File: src/rtl/spi_program_loader.sv
// spi_program_loader
//   Receives a program over a slave SPI link (mode 0, MSB first) into a small
//   word memory. On request it replays that program to an execution unit at
//   one instruction per clock.
//
// Ports
//   clk        system clock; all state changes on its rising edge
//   reset      asynchronous, active-high
//   sclk       SPI clock (asynchronous to clk)
//   cs_n       SPI chip select, active low (asynchronous)
//   mosi       SPI data in (asynchronous)
//   miso       SPI status out: {overflow, 0, prog_len}, MSB first
//   run        level request to execute the stored program
//   opcode     instruction opcode (0 = no-op whenever start is low)
//   operand    instruction operand
//   start      high in the cycles that opcode/operand carry an instruction
//   pc         index of the next instruction to issue
//   prog_len   number of stored words
//   overflow   sticky: a complete word was dropped because memory was full
//   busy       high while running or holding in DONE
module spi_program_loader #(
  parameter int ROM_ADDRESS_WIDTH = 5,
  parameter int INPUT_DATA_WIDTH  = 4
) (
  input  logic                          clk,
  input  logic                          reset,
  input  logic                          sclk,
  input  logic                          cs_n,
  input  logic                          mosi,
  output logic                          miso,
  input  logic                          run,
  output logic [INPUT_DATA_WIDTH-1:0]   opcode,
  output logic [2*INPUT_DATA_WIDTH-1:0] operand,
  output logic                          start,
  output logic [ROM_ADDRESS_WIDTH:0]    pc,
  output logic [ROM_ADDRESS_WIDTH:0]    prog_len,
  output logic                          overflow,
  output logic                          busy
);

  localparam int AW     = ROM_ADDRESS_WIDTH;
  localparam int IW     = INPUT_DATA_WIDTH;
  localparam int WORD_W = 3 * IW;
  localparam int DEPTH  = 1 << AW;
  localparam int BC_W   = $clog2(WORD_W);
  localparam logic [BC_W-1:0] LAST_BIT = BC_W'(WORD_W - 1);
  localparam logic [AW:0]     FULL     = (AW + 1)'(DEPTH);

  typedef enum logic [1:0] {S_IDLE, S_LOAD, S_RUN, S_DONE} state_t;

  // Synchronizers; the third sclk/cs_n flop holds the previous level for edge detection.
  logic sclk_s1_q, sclk_s2_q, sclk_s3_q;
  logic cs_s1_q, cs_s2_q, cs_s3_q;
  logic mosi_s1_q, mosi_s2_q;

  state_t              state_q, state_d;
  logic [AW:0]         pc_q, pc_d;
  logic [AW:0]         prog_len_q, prog_len_d;
  logic                overflow_q, overflow_d;
  logic                start_q, start_d;
  logic                busy_q, busy_d;
  logic [IW-1:0]       opcode_q, opcode_d;
  logic [2*IW-1:0]     operand_q, operand_d;
  logic                miso_q, miso_d;
  logic [7:0]          miso_sh_q, miso_sh_d;
  logic [BC_W-1:0]     bit_cnt_q, bit_cnt_d;
  logic [WORD_W-1:0]   shift_q, shift_d;

  logic [WORD_W-1:0]   mem_q [DEPTH];
  logic                mem_we;
  logic [AW-1:0]       mem_waddr;
  logic [WORD_W-1:0]   mem_wdata;

  logic sclk_rise, sclk_fall, cs_fall, cs_rise, spi_en;
  logic [7:0] status;

  assign sclk_rise = sclk_s2_q & ~sclk_s3_q;
  assign sclk_fall = ~sclk_s2_q & sclk_s3_q;
  assign cs_fall   = ~cs_s2_q & cs_s3_q;
  assign cs_rise   = cs_s2_q & ~cs_s3_q;
  // Loading is locked out while a program executes so the memory stays stable.
  assign spi_en    = (state_q == S_IDLE) || (state_q == S_LOAD);
  // Captured at cs_n fall, before that same edge clears the counters.
  assign status    = 8'({overflow_q, 1'b0, prog_len_q});
  assign mem_waddr = prog_len_q[AW-1:0];
  assign mem_wdata = {shift_q[WORD_W-2:0], mosi_s2_q};

  always_comb begin
    state_d    = state_q;
    pc_d       = pc_q;
    prog_len_d = prog_len_q;
    overflow_d = overflow_q;
    bit_cnt_d  = bit_cnt_q;
    shift_d    = shift_q;
    miso_sh_d  = miso_sh_q;
    start_d    = 1'b0;
    opcode_d   = '0;
    operand_d  = '0;
    mem_we     = 1'b0;

    // SPI receive: every cs_n fall starts a fresh program, cs_n rise drops a partial word.
    if (spi_en) begin
      if (cs_fall) begin
        prog_len_d = '0;
        overflow_d = 1'b0;
        bit_cnt_d  = '0;
      end else if (cs_rise) begin
        bit_cnt_d = '0;
      end else if (!cs_s2_q && sclk_rise) begin
        shift_d = mem_wdata;
        if (bit_cnt_q == LAST_BIT) begin
          bit_cnt_d = '0;
          if (prog_len_q == FULL) begin
            overflow_d = 1'b1;
          end else begin
            mem_we     = 1'b1;
            prog_len_d = prog_len_q + 1'b1;
          end
        end else begin
          bit_cnt_d = bit_cnt_q + 1'b1;
        end
      end
    end

    // SPI status transmit: bit 7 is presented before the first sclk rise.
    if (cs_fall) begin
      miso_sh_d = status;
    end else if (cs_s2_q) begin
      miso_sh_d = '0;
    end else if (sclk_fall) begin
      miso_sh_d = {miso_sh_q[6:0], 1'b0};
    end
    miso_d = ~cs_s2_q & miso_sh_d[7];

    case (state_q)
      S_IDLE: begin
        if (!cs_s2_q) begin
          state_d = S_LOAD;
        end else if (run && (prog_len_q != '0)) begin
          state_d = S_RUN;
          pc_d    = '0;
        end
      end
      S_LOAD: begin
        if (cs_s2_q) state_d = S_IDLE;
      end
      S_RUN: begin
        if (!run) begin
          state_d = S_IDLE;
          pc_d    = '0;
        end else begin
          start_d                = 1'b1;
          {opcode_d, operand_d}  = mem_q[pc_q[AW-1:0]];
          pc_d                   = pc_q + 1'b1;
          if (pc_q == prog_len_q - 1'b1) state_d = S_DONE;
        end
      end
      S_DONE: begin
        if (!run) begin
          state_d = S_IDLE;
          pc_d    = '0;
        end
      end
      default: state_d = S_IDLE;
    endcase

    busy_d = (state_d == S_RUN) || (state_d == S_DONE);
  end

  always_ff @(posedge clk or posedge reset) begin
    if (reset) begin
      sclk_s1_q  <= 1'b0;
      sclk_s2_q  <= 1'b0;
      sclk_s3_q  <= 1'b0;
      cs_s1_q    <= 1'b1;
      cs_s2_q    <= 1'b1;
      cs_s3_q    <= 1'b1;
      mosi_s1_q  <= 1'b0;
      mosi_s2_q  <= 1'b0;
      state_q    <= S_IDLE;
      pc_q       <= '0;
      prog_len_q <= '0;
      overflow_q <= 1'b0;
      start_q    <= 1'b0;
      busy_q     <= 1'b0;
      opcode_q   <= '0;
      operand_q  <= '0;
      miso_q     <= 1'b0;
      miso_sh_q  <= '0;
      bit_cnt_q  <= '0;
      shift_q    <= '0;
    end else begin
      sclk_s1_q  <= sclk;
      sclk_s2_q  <= sclk_s1_q;
      sclk_s3_q  <= sclk_s2_q;
      cs_s1_q    <= cs_n;
      cs_s2_q    <= cs_s1_q;
      cs_s3_q    <= cs_s2_q;
      mosi_s1_q  <= mosi;
      mosi_s2_q  <= mosi_s1_q;
      state_q    <= state_d;
      pc_q       <= pc_d;
      prog_len_q <= prog_len_d;
      overflow_q <= overflow_d;
      start_q    <= start_d;
      busy_q     <= busy_d;
      opcode_q   <= opcode_d;
      operand_q  <= operand_d;
      miso_q     <= miso_d;
      miso_sh_q  <= miso_sh_d;
      bit_cnt_q  <= bit_cnt_d;
      shift_q    <= shift_d;
    end
  end

  // Program memory has no reset; it is only ever written by SPI load.
  always_ff @(posedge clk) begin
    if (mem_we) mem_q[mem_waddr] <= mem_wdata;
  end

  assign miso     = miso_q;
  assign opcode   = opcode_q;
  assign operand  = operand_q;
  assign start    = start_q;
  assign pc       = pc_q;
  assign prog_len = prog_len_q;
  assign overflow = overflow_q;
  assign busy     = busy_q;

endmodule
File: config.mk
export PLATFORM = sky130hd
export DESIGN_NAME = spi_program_loader
export DESIGN_NICKNAME = d
export VERILOG_FILES = /design/src/rtl/spi_program_loader.sv
export SDC_FILE = /design/constraint.sdc
export NUM_CORES = 1
export LEC_CHECK = 0
export CAP_MARGIN = 40
export CORE_ASPECT_RATIO = 1.5
export CORE_MARGIN = 4
export CORE_UTILIZATION = 62
export DETAILED_ROUTE_END_ITERATION = 12
export PLACE_DENSITY_LB_ADDON = 0.3
export SLEW_MARGIN = 20
export SYNTH_ARGS = -nofsm -noshare
export SYNTH_HDL_FRONTEND = slang
export SYNTH_SLANG_ARGS = --single-unit
export TNS_END_PERCENT = 20
File: constraint.sdc
create_clock -name clk -period 3.9 [get_ports clk]
set_clock_uncertainty 0.05 [all_clocks]
set_input_delay 0.78 -clock clk [delete_from_list [all_inputs] [get_ports clk]]
set_output_delay 0.78 -clock clk [all_outputs]
set_load 0.1 [all_outputs]
==> impl_summary.log, run 1 <==
[metrics] outcome: finished, final reports clean
[metrics] Internal: 7.96 mW
[metrics] crit-path cells: inv_1 > ha_1 > or3_1 > a2111oi_2 > nand2_1 > nor2_1 > buf_4
[metrics] Area Overhead vs Synth: 15.1%
[metrics] compound-cell area share of the yosys netlist: 5.41%
[metrics] Detail Placement HPWL: 25.7 mm
[metrics] placeable core region: 28,000 um2
[metrics] starting density of the core: 63.0%
[metrics] post-route core utilization: 72.5%
[metrics] later-pin clock latency in the skew report: 0.54 ns
[metrics] y dimension of the die: 214 um
[metrics] number of enable-type register cells in the synthesized netlist: 384
[metrics] worst reg2reg startpoint: cs_s2_q
[metrics] power spent charging and discharging nets: 2.54 mW
[metrics] mean cell area of the mapped netlist: 18.6 um2
[metrics] post-detailed-route DRC marker count: 0
[metrics] upper clock frequency limit: 317 MHz
[metrics] number of buffers added for setup after CTS: 0
[metrics] worst slew margin relative to its limit: 40.5%
[metrics] share of the yosys chip area belonging to registers: 74.0%
[metrics] combinational family with the most area after synthesis: multiplexers
[metrics] Final min period: 3.16 ns
[metrics] hold_sp: mosi_s1_q
[metrics] Critical Path Start Type: flop
[metrics] Pwr per Cell Area: 518 nW/um2
[metrics] share of synthesized registers carrying an async set or reset: 13.5%
[metrics] largest net degree at the start of global routing: 49
[metrics] Die Footprint: 31,200 um2
[metrics] arrival time reported for the critical path endpoint: 3.33 ns
[metrics] Cell Rows: 75
[metrics] area share of and/or/nand/nor cells after synthesis: 3.34%
[metrics] maximum net fanout on the critical path: 14
[metrics] slowest cell on the critical path: sky130_fd_sc_hd__dfstp_2
[metrics] total negative slack for setup checks: 0 ns
[metrics] max-cap violations: 0
[metrics] global route overflow: 0
[metrics] I/O pin cnt: 34
[metrics] leakage dissipation: 6.75 nW
[metrics] Antenna Cells: 0
[metrics] combined flip-flop and latch cell area: 13,000 um2
[metrics] footprint of the multi-input gates: 4200 um2
[metrics] post-detailed-route count of antenna-violating nets: 0
[metrics] library cell occupying the most area in the post-synthesis netlist: sky130_fd_sc_hd__edfxtp_1
[metrics] Clock Root Buffer: sky130_fd_sc_hd__clkbuf_16
[metrics] total standard cell area after synthesis: 17,600 um2
[metrics] number of clock sinks: 444
[metrics] Reg power frac: 54.0%
[metrics] Layout Nets: 1,069
[metrics] part of the power in the clock network: 36.4%
[metrics] clock tree from TritonCTS: done
[metrics] cells resized by post-CTS repair: 0
[metrics] crit path capture type: flop
[metrics] power after layout: 10.5 mW
[metrics] setup repair after global routing missed its margin: false
[metrics] count of pins over their slew limit: 0
[metrics] vias in the first global route: 9,887
[metrics] Seq cells post-synth: 444
[metrics] maximum vdd drop: 0.000378 V
[metrics] DR vias/cell: 6.60
[metrics] WL per Instance: 28.0 um
[metrics] net count after synthesis: 960
[metrics] post-synthesis xor/xnor area fraction: 0.447%
[metrics] count of TritonRoute iterations in the first routing pass: 8
[metrics] first-pass GRT wire length: 60.9 mm
[metrics] die width: 146 um
[metrics] deepest clock path buffer count: 3
[metrics] worst hold-check slack: 0.296 ns
[metrics] RePlAce Congestion: 0.870
[metrics] final cycle utilization of the critical path: 81.0%
[metrics] share of post-route cells with drive strength above 1: 22.4%
[metrics] number of antenna violations at the first check in global routing: 0
[metrics] Worst-path clk slew: 0.06 ns
[metrics] class of the most critical setup path: reg2reg
[metrics] main flop type after synthesis: sky130_fd_sc_hd__edfxtp_1
[metrics] portion of synthesized cell area occupied by the leading cell type: 65.4%
[metrics] net switching fraction of the power: 24.2%
[metrics] Tot GR Track Use: 26.0%
[metrics] via count of the routed design: 9,439
[metrics] number of filler instances in the final layout: 1,636
[metrics] Iter 0 DRT Violations: 1,031
[metrics] number of port buffers: 33
[metrics] multiplexer share of the synthesized area: 14.0%
[metrics] cells after synthesis: 945
[metrics] CTS hold repair buffers: 0
[metrics] yosys synthesis warning count: 0
[metrics] ranking of synthesized cells by area: sky130_fd_sc_hd__edfxtp_1, sky130_fd_sc_hd__dfrtp_1, sky130_fd_sc_hd__mux4_2
[metrics] worst setup path startpoint: cs_s2_q
[metrics] count of cell types in the netlist: 55
[metrics] Synth Area in Adders: 0.639%
[metrics] Hold Violations, Final: 0
[metrics] number of buffers added by the clock tree synthesis step: 39
[metrics] combinational share of power: 9.6%
[metrics] Final setup violation count: 0
[metrics] maximum level of the CTS H-tree: 2
[metrics] required time reported for the critical path endpoint: 4.07 ns
[metrics] Slew @ Worst Pin: 0.893 ns
[metrics] post-detailed-routing wire length: 40.0 mm
[metrics] hold crit path type: reg2reg
[metrics] Slowest Stage Delay on Critical Path: 0.57 ns
[sequential cells by signal, indices dropped and copies added, names as in the netlist]
signal     cells
mem_q        384
shift_q       11
miso_sh_q      8
operand        8
pc             6
prog_len       6
bit_cnt_q      4
opcode         4
busy           1
cs_s1_q        1
cs_s2_q        1
cs_s3_q        1
miso           1
mosi_s1_q      1
mosi_s2_q      1
overflow       1
sclk_s1_q      1
sclk_s2_q      1
sclk_s3_q      1
start          1
state_q        1
[Yosys cell counts, types with 4 or more instances]
cell type,n
sky130_fd_sc_hd__inv_1,12
sky130_fd_sc_hd__xnor2_1,7
sky130_fd_sc_hd__o221ai_1,19
sky130_fd_sc_hd__nand3b_1,6
sky130_fd_sc_hd__nand3_1,10
sky130_fd_sc_hd__mux2i_1,82
sky130_fd_sc_hd__a21oi_1,26
sky130_fd_sc_hd__and2_1,9
sky130_fd_sc_hd__buf_6,7
sky130_fd_sc_hd__mux2_2,24
sky130_fd_sc_hd__edfxtp_1,384
sky130_fd_sc_hd__buf_4,5
sky130_fd_sc_hd__mux4_1,7
sky130_fd_sc_hd__a221oi_1,18
sky130_fd_sc_hd__buf_1,4
sky130_fd_sc_hd__a211oi_1,20
sky130_fd_sc_hd__clkbuf_1,25
sky130_fd_sc_hd__mux4_2,53
sky130_fd_sc_hd__a2bb2oi_1,6
sky130_fd_sc_hd__buf_8,5
sky130_fd_sc_hd__ha_1,9
sky130_fd_sc_hd__o21ai_0,23
sky130_fd_sc_hd__dfrtp_1,57
sky130_fd_sc_hd__buf_2,6
sky130_fd_sc_hd__nand2_1,19
sky130_fd_sc_hd__nor2b_1,6
sky130_fd_sc_hd__nor2_1,48
[power groups by stage]
stage / logic [mW] / clock network (mW) / registers [mW]
after floorplan: 0.514 / 0 / 5.69
after CTS: 0.995 / 3.87 / 5.66
final: 1.01 / 3.83 / 5.67
after global routing: 1.05 / 4.08 / 5.68
after global placement: 0.843 / 0 / 5.81
after detailed placement: 0.984 / 0 / 5.75
[kinds of logic after synthesis]
| group | Yosys count |
|---|---|
| AO/OA/AOI/OAI | 133 |
| XOR/XNOR | 9 |
| adder cells (fa/ha/maj) | 9 |
| buffers and inverters | 66 |
| flip-flops | 444 |
| multiplexers | 166 |
| AND/OR/NAND/NOR | 118 |
[metrics by stage]
step	area [um2]	setup WS [ns]	cells
3_5_place_dp	19000	0.784	1358
2_1_floorplan	17600	0.416	945
4_1_cts	20300	0.767	1429
3_3_place_gp	18500	0.930	1329
5_1_grt	20300	0.506	1430
6_report	20300	0.741	1430
[layout by cell type (no fill, tap or decap), drive strengths merged, types with 23 or more instances in the layout]
cell type and n:
o21ai 23, mux4 60, dfrtp 57, clkbuf 51
nor2 48, edfxtp 384, mux2i 82, buf 95
a21oi 26, clkdlybuf4s50 25, mux2 24
[critical path, delay by kind of cell, from the launching register on]
kind	cells	cell delay, ns
fa+ha+maj	1	0.36
simple gates	3	1.13
compound gates	1	0.39
flops	1	0.57
buf+inv	2	0.35
[area by class of cell]
type | count | area share [%]
clock buffers | 51 | 5.29
clock inverters | 20 | 0.938
repair buffers | 120 | 6.31
inverters | 14 | 0.259
multi-input cells | 435 | 20.7
flip-flops and latches | 444 | 64.3
well taps | 346 | 2.14
[layer usage]
metal  global-route usage (%)  share of wire, %
met5                        0                 0
met4                     11.2               4.5
met3                     4.16               6.6
met2                     45.0                53
met1                     32.7                36
[worst paths after layout]
| path | end | slack (ns) | cells past startpoint |
|---|---|---|---|
| min in group asynchronous | operand[2] | 0.57 | 3 |
| min reg2reg | mosi_s2_q | 0.30 | 0 |
| min | mosi_s2_q | 0.30 | 0 |
| max | mem_q[29][4] | 0.74 | 7 |
| max in group asynchronous | cs_s3_q | 2.97 | 3 |
| max reg2reg | mem_q[29][4] | 0.74 | 7 |
No activity file was read; power rests on OpenSTA's default activity.
==> run 2: changes to the inputs <==
--- a/config.mk
+++ b/config.mk
@@ -8,7 +8,7 @@
 export CAP_MARGIN = 40
 export CORE_ASPECT_RATIO = 1.5
 export CORE_MARGIN = 4
-export CORE_UTILIZATION = 62
+export CORE_UTILIZATION = 56
 export DETAILED_ROUTE_END_ITERATION = 12
 export PLACE_DENSITY_LB_ADDON = 0.3
 export SLEW_MARGIN = 20
==> constraint.sdc (replaced) <==
create_clock -name clk -period 2.85 [get_ports clk]
set_clock_uncertainty 0.05 [all_clocks]
set_input_delay 0.57 -clock clk [delete_from_list [all_inputs] [get_ports clk]]
set_output_delay 0.57 -clock clk [all_outputs]
set_load 0.1 [all_outputs]
==> run 2 against run 1 <==
  * Largest power group unchanged
  * Critical path depth stayed put
  * Total power increased by 39%
  * Largest cell class unchanged
  * Die area rose by 10%
  * Critical endpoint is now mem_q[14][8]
  * Non-clock buffer count is 10 lower
==> impl_summary.log, run 2 (synthesized netlist as in run 1, its figures left out) <==
[metrics] worst reg2reg startpoint: cs_s2_q
[metrics] register with the most flip-flops: mem_q
[metrics] placeable core region: 31,000 um2 (+11%)
[metrics] Top Registers: mem_q x384, shift_q x11
[metrics] number of buffers added by the clock tree synthesis step: 39 (unchanged)
[metrics] final cycle utilization of the critical path: 96.4% (+15 points)
[metrics] hold crit path type: reg2reg
[metrics] Iter 0 DRT Violations: 815 (-21%)
[metrics] dpl cells: 1,408 (+3.7%)
[metrics] Slew @ Worst Pin: 0.736 ns (-0.157 ns)
[metrics] maximum net fanout on the critical path: 12 (-2)
[metrics] final std cell area, no fill: 20,200 um2 (-0.44%)
[metrics] worst flop-to-flop path endpoint: mem_q[14][8]
[metrics] number of filler instances in the final layout: 2,104 (+29%)
[metrics] upper clock frequency limit: 364 MHz (+15%)
[metrics] Critical Path Start Type: flop
[metrics] y dimension of the die: 225 um (+5.0%)
[metrics] Final min period: 2.75 ns (-0.412 ns)
[metrics] CTS hold repair buffers: 0 (unchanged)
[metrics] I/O pin cnt: 34 (unchanged)
[metrics] worst slew margin relative to its limit: 50.6% (+10 points)
[metrics] Detail Placement HPWL: 25.3 mm (-1.7%)
[metrics] count of pins over their slew limit: 0 (unchanged)
[metrics] later-pin clock latency in the skew report: 0.53 ns (about the same)
[metrics] vias in the first global route: 9,534 (-3.6%)
[metrics] Tot GR Track Use: 23.0% (-3.0 points)
[metrics] most common cell after layout, fill and taps aside: sky130_fd_sc_hd__edfxtp_1
[metrics] power after layout: 14.6 mW (+39%)
[metrics] Area Overhead vs Synth: 14.6%
[metrics] share of post-route cells with drive strength above 1: 25.4% (+3.0 points)
[metrics] worst hold-check slack: 0.300 ns (+0.00342 ns)
[metrics] leakage dissipation: 6.72 nW (-0.40%)
[metrics] setup repair after global routing missed its margin: true
[metrics] arrival time reported for the critical path endpoint: 2.93 ns (-0.40 ns)
[metrics] setup ws final: 0.102 ns (-0.638 ns)
[metrics] crit path capture type: flop
[metrics] RePlAce Congestion: 0.839 (-3.6%)
[metrics] Cell Rows: 79 (+5.3%)
[metrics] number of buffers added for setup after CTS: 0 (unchanged)
[metrics] post-detailed-placement cell area: 18,800 um2 (-0.79%)
[metrics] worst setup path startpoint: cs_s2_q
[metrics] Die Footprint: 34,400 um2 (+10%)
[metrics] Finished Layout Cells: 1,479 (+3.4%)
[metrics] logic depth of the worst register-to-register path: 7 (unchanged)
[metrics] global route overflow: 0 (unchanged)
[metrics] first-pass GRT wire length: 59.4 mm (-2.5%)
[metrics] total negative slack for setup checks: 0 ns (unchanged)
[metrics] post-detailed-routing wire length: 38.8 mm (-3.0%)
[metrics] post-route core utilization: 65.0% (-7.5 points)
[metrics] Clock Root Buffer: sky130_fd_sc_hd__clkbuf_16
[metrics] starting density of the core: 56.8% (-6.2 points)
[metrics] Hold Violations, Final: 0 (unchanged)
[metrics] number of port buffers: 33 (unchanged)
[metrics] outcome: finished, final reports clean
[metrics] via count of the routed design: 9,122 (-3.4%)
[metrics] Layout Nets: 1,059 (-0.94%)
[metrics] Worst-path clk slew: 0.07 ns (about the same)
[metrics] Final setup violation count: 0 (unchanged)
[metrics] count of TritonRoute iterations in the first routing pass: 4 (-4)
[metrics] max-cap violations: 0 (unchanged)
[metrics] Pwr per Cell Area: 722 nW/um2 (+39%)
[metrics] number of clock sinks: 444 (unchanged)
[metrics] largest net degree at the start of global routing: 61 (+24%)
[metrics] maximum level of the CTS H-tree: 2 (unchanged)
[metrics] Antenna Cells: 0 (unchanged)
[metrics] required time reported for the critical path endpoint: 3.03 ns (-1.04 ns)
[metrics] number of antenna violations at the first check in global routing: 0 (unchanged)
[metrics] deepest clock path buffer count: 3 (unchanged)
[metrics] Post-Place Worst Slack: -0.128 ns (-0.912 ns)
[metrics] post-detailed-route DRC marker count: 0 (unchanged)
[metrics] DR vias/cell: 6.17 (-6.6%)
[metrics] post-detailed-route count of antenna-violating nets: 0 (unchanged)
[metrics] clock tree from TritonCTS: done
[metrics] die width: 153 um (+4.9%)
[metrics] max FFs per register: 384 (unchanged)
[metrics] maximum vdd drop: 0.000459 V (+22%)
[metrics] highest-count cells in the layout ignoring fill and taps: sky130_fd_sc_hd__edfxtp_1, sky130_fd_sc_hd__buf_4, sky130_fd_sc_hd__mux2i_1, sky130_fd_sc_hd__mux4_2, sky130_fd_sc_hd__dfrtp_1
[metrics] register-to-register path setup slack: 0.10 ns (-0.64 ns)
[metrics] endpoint of the worst setup timing path: mem_q[14][8]
[metrics] WL per Instance: 26.2 um (-6.2%)
[metrics] class of the most critical setup path: reg2reg
[run 2: cell count changes in the layout (fill, tap and decap cells not counted), sizes merged]
cell,change
clkinvlp,+1
bufinv,+2
clkbuf,-4
buf,+10
inv,+1
clkdlybuf4s50,-20
[run 2: worst min-delay path by stage]
| stage | cells after the start | from | to |
|---|---|---|---|
| after floorplan | 0 | mosi_s1_q | mosi_s2_q |
| after global placement | 0 | mosi_s1_q | mosi_s2_q |
| after detailed placement | 0 | mosi_s1_q | mosi_s2_q |
| after CTS | 0 | mosi_s1_q | mosi_s2_q |
| after global routing | 0 | mosi_s1_q | mosi_s2_q |
| final | 0 | mosi_s1_q | mosi_s2_q |
[run 2: metal layers]
metal  routed length (um)  global-route usage, %
met5                    0                      0
met2                20600                   40.7
met4                 1280                   7.62
met3                 2010                   3.13
met1                15000                   29.7
[run 2: worst max-delay path, cell delays in order (launching register included)]
cell and delay [ns]:
sky130_fd_sc_hd__dfstp_2 0.58, sky130_fd_sc_hd__inv_1 0.10, sky130_fd_sc_hd__ha_1 0.21, sky130_fd_sc_hd__or3_1 0.41, sky130_fd_sc_hd__a2111oi_4 0.33, sky130_fd_sc_hd__nand2_2 0.30
sky130_fd_sc_hd__nor2_1 0.21, sky130_fd_sc_hd__buf_4 0.24
[run 2: final cells by class]
cell class	instances	area [um2]	area share (%)
sequential	444	13000	64.6
multi-input combinational	435	4310	21.3
clock buffer	47	1050	5.19
timing repair buffer	110	951	4.71
tap	405	507	2.51
clock inverter	24	279	1.38
inverter	14	52.6	0.260
[run 2: repair_timing]
action / 4_1_cts / 5_1_grt
endpoints found under the setup margin: 192 / 288
resized for setup: 0 / 3
pin swaps: 0 / 0
[run 2: where the power goes]
group	switching, mW	internal, mW
clock	2.26	3.19
sequential	0.0921	7.37
combinational	1.13	0.549
total	3.48	11.1
==> run 3: changes to the inputs <==
--- a/config.mk
+++ b/config.mk
@@ -15,4 +15,3 @@
 export SYNTH_ARGS = -nofsm -noshare
 export SYNTH_HDL_FRONTEND = slang
 export SYNTH_SLANG_ARGS = --single-unit
-export TNS_END_PERCENT = 20
==> constraint.sdc (replaced) <==
create_clock -name clk -period 2.85 [get_ports clk]
set_clock_uncertainty 0.05 [all_clocks]
set_input_delay 0.57 -clock clk [delete_from_list [all_inputs] [get_ports clk]]
set_output_delay 0.57 -clock clk [all_outputs]
set_load 0.01 [all_outputs]
==> run 3 against run 2 <==
  * Setup slack got worse by 0.024 ns
  * Combinational power decreased by 8%
  * Clock power decreased by 7.7%
  * Total power decreased by 3.6%
  * Non-clock buffer count increased by 20
  * Via count increased by 1.8%
  * Critical path depth unchanged
  * Sequential power about the same
  * Maximum frequency decreased by 0.86%
  * Utilization about the same
  * Die area unchanged
  * Worst hold slack improved by 0.00052 ns
  * Largest power group unchanged
==> impl_summary.log, run 3 (synthesized netlist as in run 1, its figures left out) <==
[metrics] global-route met1 utilization: 29.4% (-0.37 points)
[metrics] outcome: finished, final reports clean
[metrics] post-detailed-routing wire length: 39.1 mm (+0.84%)
[metrics] Reg power frac: 53.3% (+2.1 points)
[metrics] placeable core region: 31,000 um2 (unchanged)
[metrics] number of antenna violations at the first check in global routing: 0 (unchanged)
[metrics] Tot GR Track Use: 23.1% (+0.080 points)
[metrics] final std cell area, no fill: 20,200 um2 (about the same)
[metrics] starting density of the core: 56.8% (unchanged)
[metrics] maximum level of the CTS H-tree: 2 (unchanged)
[metrics] leakage dissipation: 6.71 nW (-0.24%)
[metrics] Final setup violation count: 0 (unchanged)
[metrics] largest net degree at the start of global routing: 37 (-39%)
[metrics] maximum net fanout on the critical path: 12 (unchanged)
[metrics] slowest cell on the critical path: sky130_fd_sc_hd__dfstp_2
[metrics] later-pin clock latency in the skew report: 0.53 ns (about the same)
[metrics] Worst Hold Depth: 0 (unchanged)
[metrics] power after layout: 14.1 mW (-3.6%)
[metrics] Internal: 10.7 mW (-3.4%)
[metrics] post-detailed-placement cell area: 18,900 um2 (+0.51%)
[metrics] RePlAce Congestion: 0.837 (-0.24%)
[metrics] worst slew margin relative to its limit: 50.5% (-0.17 points)
[metrics] Slew @ Worst Pin: 0.741 ns (+0.00551 ns)
[metrics] post-detailed-route count of antenna-violating nets: 0 (unchanged)
[metrics] Critical Path Start Type: flop
[metrics] post-detailed-route DRC marker count: 0 (unchanged)
[metrics] met3 track utilization from global routing: 3.38% (+0.25 points)
[metrics] setup ws final: 0.0787 ns (-0.0237 ns)
[metrics] most used routing layer in global routing: met2
[metrics] net switching fraction of the power: 23.7% (-0.16 points)
[metrics] max FFs per register: 384 (unchanged)
[metrics] class of the most critical setup path: reg2reg
[metrics] register-to-register path setup slack: 0.08 ns (-0.02 ns)
[metrics] crit-path cells: inv_1 > ha_1 > or3_1 > a2111oi_4 > nand2_2 > nor2_1 > buf_4
[metrics] Top Registers: mem_q x384, shift_q x11
[metrics] required time reported for the critical path endpoint: 3.02 ns (about the same)
[metrics] vias in the first global route: 9,480 (-0.57%)
[metrics] maximum vdd drop: 0.000467 V (+1.6%)
[metrics] deepest clock path buffer count: 3 (unchanged)
[metrics] arrival time reported for the critical path endpoint: 2.94 ns (about the same)
[metrics] count of pins over their slew limit: 0 (unchanged)
[metrics] most common cell after layout, fill and taps aside: sky130_fd_sc_hd__edfxtp_1
[metrics] Worst-path clk slew: 0.06 ns (about the same)
[metrics] number of port buffers: 33 (unchanged)
[metrics] worst hold-check slack: 0.300 ns (+0.000519 ns)
[metrics] Detail Placement HPWL: 25.5 mm (+0.77%)
[metrics] Hold Violations, Final: 0 (unchanged)
[metrics] met2 Resource Use GR: 39.8% (-0.89 points)
[metrics] worst flop-to-flop path endpoint: mem_q[19][8]
[metrics] DR vias/cell: 6.19 (+0.43%)
[metrics] hold crit path type: reg2reg
[metrics] count of TritonRoute iterations in the first routing pass: 5 (+1)
[metrics] number of filler instances in the final layout: 2,159 (+2.6%)
[metrics] setup repair after global routing missed its margin: true
[metrics] Die Footprint: 34,400 um2 (unchanged)
[metrics] number of clock sinks: 444 (unchanged)
[metrics] Final min period: 2.77 ns (+0.0237 ns)
[metrics] number of buffers added by the clock tree synthesis step: 40 (+2.6%)
[metrics] power spent charging and discharging nets: 3.33 mW (-4.3%)
[metrics] Antenna Cells: 0 (unchanged)
[metrics] hold_sp: sclk_s1_q
[metrics] first-pass GRT wire length: 59.3 mm (-0.10%)
[metrics] die width: 153 um (unchanged)
[metrics] final cycle utilization of the critical path: 97.2% (+0.83 points)
[metrics] max-cap violations: 0 (unchanged)
[metrics] I/O pin cnt: 34 (unchanged)
[metrics] upper clock frequency limit: 361 MHz (-0.86%)
[metrics] register with the most flip-flops: mem_q
[metrics] global route overflow: 0 (unchanged)
[metrics] CTS hold repair buffers: 0 (unchanged)
[metrics] Hold Path End: sclk_s2_q
[metrics] combinational share of power: 10.9% (-0.6 points)
[metrics] Slowest Stage Delay on Critical Path: 0.57 ns (about the same)
[metrics] worst reg2reg startpoint: cs_s2_q
[metrics] crit path capture type: flop
[metrics] total negative slack for setup checks: 0 ns (unchanged)
[metrics] Layout Nets: 1,080 (+2.0%)
[metrics] Iter 0 DRT Violations: 808 (-0.86%)
[metrics] logic depth of the worst register-to-register path: 7 (unchanged)
[metrics] y dimension of the die: 225 um (unchanged)
[metrics] Cell Rows: 79 (unchanged)
[metrics] WL per Instance: 26.1 um (-0.50%)
[metrics] highest-count cells in the layout ignoring fill and taps: sky130_fd_sc_hd__edfxtp_1, sky130_fd_sc_hd__buf_4, sky130_fd_sc_hd__mux2i_1, sky130_fd_sc_hd__dfrtp_1, sky130_fd_sc_hd__mux4_2
[metrics] Pwr per Cell Area: 696 nW/um2 (-3.7%)
[metrics] Clock Root Buffer: sky130_fd_sc_hd__clkbuf_16
[metrics] via count of the routed design: 9,285 (+1.8%)
[metrics] part of the power in the clock network: 35.8% (-1.5 points)
[metrics] share of post-route cells with drive strength above 1: 22.2% (-3.2 points)
[metrics] Area Overhead vs Synth: 14.6% (about the same)
[metrics] Post-Place Worst Slack: 0.00350 ns (+0.132 ns)
[metrics] clock tree from TritonCTS: done
run 3: cell count changes in the layout (fill, tap and decap cells not counted), moves of 3 or more:
cell / change
sky130_fd_sc_hd__dfrtp_1: +3
sky130_fd_sc_hd__clkinv_2: -4
sky130_fd_sc_hd__buf_4: -6
sky130_fd_sc_hd__bufinv_16: -6
sky130_fd_sc_hd__clkbuf_8: +3
sky130_fd_sc_hd__clkbuf_1: +6
sky130_fd_sc_hd__nor2_4: -8
sky130_fd_sc_hd__clkdlybuf4s50_1: +28
sky130_fd_sc_hd__dfrtp_2: -3
sky130_fd_sc_hd__buf_12: -3
sky130_fd_sc_hd__nor2_1: +8
run 3: area by class of cell:
type                    instances  area, um2  area share, %
flip-flops and latches        444      13000           64.6
multi-input cells             435       4220           20.9
clock buffers                  58       1160           5.76
repair buffers                130       1140           5.63
well taps                     405        507           2.51
clock inverters                13       72.6          0.359
inverters                      14       52.6          0.260
run 3: routing by layer:
layer  wire (um)  share of wire (%)  vias up
li1            -                  -     4055
met1       14600                 37     4782
met2       20400                 52      377
met3        2360                6.0       71
met4        1740                4.4        0
met5           0                  0        -
run 3: critical path: cells and delay by family, from the launching register on:
family                   cells  cell delay, ns
AO/OA/AOI/OAI                1            0.34
adder cells (fa/ha/maj)      1            0.25
buffers and inverters        2            0.34
flip-flops                   1            0.57
AND/OR/NAND/NOR              3            0.92
run 3: power groups by stage:
stage	Combinational (mW)	Clock, mW	Sequential (mW)
final	1.53	5.03	7.50
after global routing	1.61	5.39	7.51
after CTS	1.52	5.11	7.50
after detailed placement	1.51	0	7.64
after global placement	1.49	0	7.63
after floorplan	0.704	0	7.70
run 3: how the worst max path moves through the flow:
stage / startpoint / slack [ns] / cells after the start / end
detailed placement: cs_s2_q / 0.003 / 8 / mem_q[6][8]
finish: cs_s2_q / 0.08 / 7 / mem_q[19][8]
global placement: cs_s2_q / 0.10 / 8 / mem_q[6][2]
floorplan: cs_s2_q / 0.05 / 6 / mem_q[10][0]
global route: cs_s2_q / -0.04 / 7 / mem_q[19][4]
CTS: cs_s2_q / 0.09 / 8 / mem_q[6][5]
run 3: what timing repair did:
item / CTS / global route
buffers inserted: 0 / 0
gates resized for setup: 1 / 1
pin swaps: 0 / 0
setup endpoints to repair: 16 / 98
run 3: per-stage QoR:
| stage | instances | util, % |
|---|---|---|
| detailed placement | 1428 | 61.0 |
| finish | 1499 | 65.0 |
| global route | 1499 | 65.0 |
| CTS | 1499 | 65.0 |
| global placement | 1421 | 60.8 |
| floorplan | 945 | - |
